**config.mk**
```make
export PLATFORM = sky130hd
export DESIGN_NAME = alu_issue_ctrl
export DESIGN_NICKNAME = d
export VERILOG_FILES = /design/src/rtl/alu_issue_ctrl.sv
export SDC_FILE = /design/constraint.sdc
export NUM_CORES = 1
export LEC_CHECK = 0
export BUFFER_PORTS_ARGS = -buffer_cell sky130_fd_sc_hd__buf_4
export CORE_UTILIZATION = 29
export DETAILED_ROUTE_END_ITERATION = 8
export HOLD_SLACK_MARGIN = 0.08
export PLACE_DENSITY = 0.62
export SLEW_MARGIN = 20
export SYNTH_ARGS = -nofsm -noshare
export SYNTH_HDL_FRONTEND = slang
export SYNTH_SLANG_ARGS = --single-unit
```
**constraint.sdc**
```tcl
create_clock -name clk -period 3.8 [get_ports clk]
set_input_delay 0.76 -clock clk [delete_from_list [all_inputs] [get_ports clk]]
set_output_delay 0.76 -clock clk [all_outputs]
set_load 0.02 [all_outputs]
```
**src/rtl/alu_issue_ctrl.sv**
```systemverilog
`default_nettype none
// +-------------------------------------------------------------------------+
// | alu_issue_ctrl : ALU issue/retire controller with result FIFO and flags |
// | Revision 1.0                                                            |
// +-------------------------------------------------------------------------+
module alu_issue_ctrl #(
  parameter int WIDTH = 32,
  parameter int DEPTH = 2,
  parameter int CNT_W = 16
) (
  input  logic             clk,
  input  logic             rst,
  input  logic             in_valid,
  output logic             in_ready,
  input  logic [3:0]       in_op,
  input  logic [2:0]       in_bonus,
  input  logic [WIDTH-1:0] in_src1,
  input  logic [WIDTH-1:0] in_src2,
  input  logic [4:0]       in_rd,
  input  logic             in_flag_we,
  output logic [WIDTH-1:0] alu_src1,
  output logic [WIDTH-1:0] alu_src2,
  output logic [3:0]       alu_ctrl,
  output logic [2:0]       alu_bonus,
  input  logic [WIDTH-1:0] alu_result,
  input  logic             alu_zero,
  input  logic             alu_cout,
  input  logic             alu_overflow,
  output logic             out_valid,
  input  logic             out_ready,
  output logic [WIDTH-1:0] out_result,
  output logic [4:0]       out_rd,
  output logic [2:0]       out_flags,
  output logic [2:0]       flags,
  output logic             ovf_sticky,
  output logic [CNT_W-1:0] retired_cnt
);

  localparam int PTR_W = $clog2(DEPTH);
  localparam logic [PTR_W:0] c_depth = (PTR_W + 1)'(DEPTH);

  typedef enum logic [1:0] {
    S_IDLE  = 2'd0,
    S_EXEC  = 2'd1,
    S_STALL = 2'd2
  } state_t;

  state_t r_state, w_next;

  logic [WIDTH-1:0] r_alu_src1, r_alu_src2;
  logic [3:0]       r_alu_ctrl;
  logic [2:0]       r_alu_bonus;
  logic [4:0]       r_rd;
  logic             r_flag_we;

  logic [WIDTH-1:0] r_res_mem [DEPTH];
  logic [4:0]       r_rd_mem  [DEPTH];
  logic [2:0]       r_flg_mem [DEPTH];
  logic [PTR_W-1:0] r_wptr, r_rptr;
  logic [PTR_W:0]   r_count;

  logic [2:0]       r_flags;
  logic             r_ovf_sticky;
  logic [CNT_W-1:0] r_retired;

  logic w_full, w_pop, w_push_ok, w_push, w_in_ready, w_accept;

  assign w_full    = (r_count == c_depth);
  assign out_valid = !rst && (r_count != '0);
  assign w_pop     = out_valid && out_ready;
  // A pop on the same edge frees the slot the push needs.
  assign w_push_ok = !w_full || w_pop;
  assign w_accept  = in_valid && w_in_ready;

  always_comb begin
    w_next     = r_state;
    w_in_ready = 1'b0;
    w_push     = 1'b0;
    if (!rst) begin
      case (r_state)
        S_IDLE: begin
          w_in_ready = 1'b1;
          if (in_valid) w_next = S_EXEC;
        end
        S_EXEC: begin
          if (w_push_ok) begin
            w_push     = 1'b1;
            w_in_ready = 1'b1;
            w_next     = in_valid ? S_EXEC : S_IDLE;
          end else begin
            w_next = S_STALL;
          end
        end
        S_STALL: begin
          if (w_push_ok) begin
            w_push = 1'b1;
            w_next = S_IDLE;
          end
        end
        default: w_next = S_IDLE;
      endcase
    end
  end

  always_ff @(posedge clk) begin
    if (rst) begin
      r_state      <= S_IDLE;
      r_alu_src1   <= '0;
      r_alu_src2   <= '0;
      r_alu_ctrl   <= '0;
      r_alu_bonus  <= '0;
      r_rd         <= '0;
      r_flag_we    <= 1'b0;
      r_wptr       <= '0;
      r_rptr       <= '0;
      r_count      <= '0;
      r_flags      <= '0;
      r_ovf_sticky <= 1'b0;
      r_retired    <= '0;
    end else begin
      r_state <= w_next;
      if (w_accept) begin
        r_alu_src1  <= in_src1;
        r_alu_src2  <= in_src2;
        r_alu_ctrl  <= in_op;
        r_alu_bonus <= in_bonus;
        r_rd        <= in_rd;
        r_flag_we   <= in_flag_we;
      end
      if (w_push) begin
        r_wptr       <= r_wptr + 1'b1;
        r_retired    <= r_retired + 1'b1;
        r_ovf_sticky <= r_ovf_sticky | alu_overflow;
        if (r_flag_we) r_flags <= {alu_zero, alu_cout, alu_overflow};
      end
      if (w_pop) r_rptr <= r_rptr + 1'b1;
      case ({w_push, w_pop})
        2'b10:   r_count <= r_count + 1'b1;
        2'b01:   r_count <= r_count - 1'b1;
        default: r_count <= r_count;
      endcase
    end
  end

  // Storage needs no reset: entries are only visible through r_count.
  always_ff @(posedge clk) begin
    if (w_push) begin
      r_res_mem[r_wptr] <= alu_result;
      r_rd_mem[r_wptr]  <= r_rd;
      r_flg_mem[r_wptr] <= {alu_zero, alu_cout, alu_overflow};
    end
  end

  assign in_ready    = w_in_ready;
  assign alu_src1    = r_alu_src1;
  assign alu_src2    = r_alu_src2;
  assign alu_ctrl    = r_alu_ctrl;
  assign alu_bonus   = r_alu_bonus;
  assign out_result  = r_res_mem[r_rptr];
  assign out_rd      = r_rd_mem[r_rptr];
  assign out_flags   = r_flg_mem[r_rptr];
  assign flags       = r_flags;
  assign ovf_sticky  = r_ovf_sticky;
  assign retired_cnt = r_retired;

endmodule
`default_nettype wire

```
==> flow_summary.json <==
{
  "clock_power_share_pct": 38.4,
  "drt-vias-per-instance": 4.327,
  "holdWs_ps": 453.9,
  "synth.yosys.seq_area_share_pct": 61.85,
  "drv_slew": 0,
  "gr-usage-met1_pct": 17.30,
  "yosysTopAreaCellShare_pct": 33.13,
  "grt.busiest_layer": "met2",
  "synthSimpleGateAreaFrac_pct": 11.37,
  "final_nets": 890,
  "synthAdderAreaFrac_pct": 0.8628,
  "dpl.hpwl_mm": 11.18,
  "dr.pass1.iters": 4,
  "async_flop_share_pct": 0,
  "std_cell_rows": 57,
  "route.detailed.drc": 0,
  "cts_max_level": 4,
  "dieArea_mm2": 0.02564,
  "synth-seq-cells": 184,
  "setup_tns_ps": 0,
  "end_kind": "primary output",
  "p_switching_mw": 1.171,
  "ant_nets": 0,
  "stdcell_count": 1106,
  "placed_cells": 1074,
  "ys_top_cells_by_count": "dfxtp_1 (104), mux2_2 (99), edfxtp_1 (80), nor2b_1 (80), nor2_1 (21)",
  "min_period_over_period_pct": 71.05,
  "area_growth_pct": 38.65,
  "slowest_delay_ps": 690,
  "antenna_cells": 0,
  "finalHoldViolations": 0,
  "maxSlewHeadroom_pct": 40.29,
  "syn_nets": 644,
  "p_leak_nw": 4.187,
  "synth_compound_area_share_pct": 2.519,
  "antenna_found_initial": 0,
  "synth_top_area_cell": "edfxtp_1",
  "port_buffers": 248,
  "netlist_instances": 523,
  "finalSetupViolCount": 0,
  "crit_fanout": 22,
  "synth_top_family_by_area": "multiplexers",
  "cts_sinks": 184,
  "via_count": 4786,
  "start_util_pct": 29.73,
  "clk_latency_ps": 420,
  "die_width_um": 160.1,
  "track_usage_pct": 12.68,
  "rsz0062_at_grt": "false",
  "cts-root-buf": "clkbuf_16",
  "critical_path.cell_chain": "buf_4, mux2_2, buf_4",
  "synth.area.mux_share_pct": 20.00,
  "ctsHoldBuffers": 0,
  "r2r-start": "r_state[1]",
  "grt_max_degree": 82,
  "cpMaxStageDelayCell": "dfxtp_2",
  "grt_pass1_vias": 4721,
  "cap_violations": 0,
  "crit_type": "reg -> out",
  "cts.clk_slew.worst_paths_ps": 70,
  "ctsResizeCount": 0,
  "dieHeight_um": 160.1,
  "wl_per_cell_um": 14.87,
  "cts_buffers": 17,
  "synth_most_common_cell": "dfxtp_1",
  "arrival_ps": 1940,
  "drtIter0Drc": 208,
  "met3_usage_pct": 5.429,
  "coreArea_mm2": 0.02439,
  "vdd_drop_max_mv": 0.3117,
  "yosysWarnings": 0,
  "postCtsSetupBuffers": 0,
  "powerDensity_mw_per_mm2": 457.3,
  "gp_congestion": 0.7214,
  "min_from": "r_rd[0]",
  "status": "finished clean",
  "critPathMostFrequentCell": "buf_4",
  "n_fill_cell": 2305,
  "synth_xor_area_share_pct": 1.329,
  "synth_area_mm2": 0.007251,
  "startpoint_type": "flip-flop",
  "grt_use_met2_pct": 18.02,
  "cts_tree": "done",
  "max_slew.worst_pin.slew_ps": 895.6,
  "io_pins": 249,
  "min_period_ps": 2700,
  "drive_gt1_share_pct": 52.56,
  "required_ps": 3040,
  "cts_buffer_depth": 2,
  "hp-class": "reg -> reg",
  "fin_skew_ps": 14.24,
  "synth_cell_type_count": 38,
  "synth_edf_count": 80,
  "swShare_pct": 25.47,
  "synth_area_leaders": "edfxtp_1 (33%), dfxtp_1 (29%), mux2_2 (15%)",
  "totalWireLength_mm": 16.45,
  "seqPwrFrac_pct": 48.2,
  "grt_pass1_wl_mm": 25.67,
  "grt_overflow_total": 0,
  "fmax_mhz": 370.4,
  "syn_avg_cell_area_um2": 13.86,
  "synth_ff_type": "dfxtp_1",
  "power.internal_mw": 3.427,
  "pwr-share-comb_pct": 13.4
}
## flip-flops by register name (all words and copies together), names as in the netlist, 2 cells and up, named ones only
| signal | cells |
|---|---|
| alu_bonus | 3 |
| alu_ctrl | 4 |
| r_rd_mem | 10 |
| r_count | 2 |
| flags | 3 |
| r_flg_mem | 6 |
| alu_src2 | 32 |
| retired_cnt | 16 |
| r_res_mem | 64 |
| r_state | 2 |
| r_rd | 5 |
| alu_src1 | 32 |
## through the flow
| stage | setup WS, ps | instance area, um^2 | power, mW | utilization, % |
|---|---|---|---|---|
| after floorplan | 457.9 | 7251 | 2.589 | - |
| after global placement | 1140 | 9463 | 2.876 | 38.80 |
| after detailed placement | 1123 | 9463 | 2.884 | 38.80 |
| after CTS | 1001 | 10050 | 4.675 | 41.22 |
| after global routing | 955.1 | 10050 | 4.803 | 41.22 |
| final | 1100 | 10050 | 4.597 | 41.22 |
## cells in the final DEF, fill, tap and decap left out, types with 4 or more instances in the layout
cell and n:
buf_4 253, inv_1 5, nor2b_1 80, or3_1 6, clkinvlp_4 4, mux2_2 99, a21oi_1 9, o21ai_0 8
nand2b_1 4, inv_8 4, ha_1 5, and2_1 5, nand4_1 4, xnor2_1 5, xor2_1 6, edfxtp_1 80
clkbuf_16 17, mux2i_1 5, dfxtp_1 103, nand2_1 4, mux2_4 19, nor2_1 19
## cell families (layout without fill, tap and decap cells)
group,after synthesis,count (layout)
adder cells (fa/ha/maj),5,5
XOR/XNOR,11,11
AND/OR/NAND/NOR,139,139
buffers and inverters,32,291
AO/OA/AOI/OAI,29,29
multiplexers,123,123
flip-flops,184,184
## worst paths after layout
check                           to  slack, ps  depth (start not counted)
setup / recovery     out_result[3]       1100                          3
hold / removal      r_rd_mem[0][0]        450                          0
setup reg to reg  r_res_mem[1][29]       1560                          5
hold reg to reg     r_rd_mem[0][0]        450                          0
## critical path, delay by kind of cell, from the launching register on
kind / cells / cell delay [ps]
buf+inv: 2 / 470
flops: 1 / 690
mux: 1 / 360
## layer usage
metal  vias to the layer above  routed length [um]
met5                         -                   0
met4                         0                 131
met3                         6                1604
met2                       199                7010
met1                      2239                7701
li1                       2342                   -
## layout make-up
type / count / area, um^2 / share of cell area, %
Clock inverter: 15 / 165.2 / 1.643
Tap cell: 324 / 405.4 / 4.032
Timing Repair Buffer: 254 / 1919 / 19.09
Multi-Input combinational cell: 307 / 2634 / 26.20
Sequential cell: 184 / 4486 / 44.62
Inverter: 5 / 18.77 / 0.1867
Clock buffer: 17 / 425.4 / 4.231
## power groups by stage
| stage | registers [mW] | logic, mW | clock network, mW |
|---|---|---|---|
| finish | 2.21 | 0.617 | 1.77 |
| global route | 2.23 | 0.660 | 1.92 |
| CTS | 2.22 | 0.626 | 1.83 |
| detailed placement | 2.26 | 0.624 | 0 |
| global placement | 2.26 | 0.619 | 0 |
| floorplan | 2.33 | 0.262 | 0 |
Note: power is estimated with default switching activity, not from simulation.
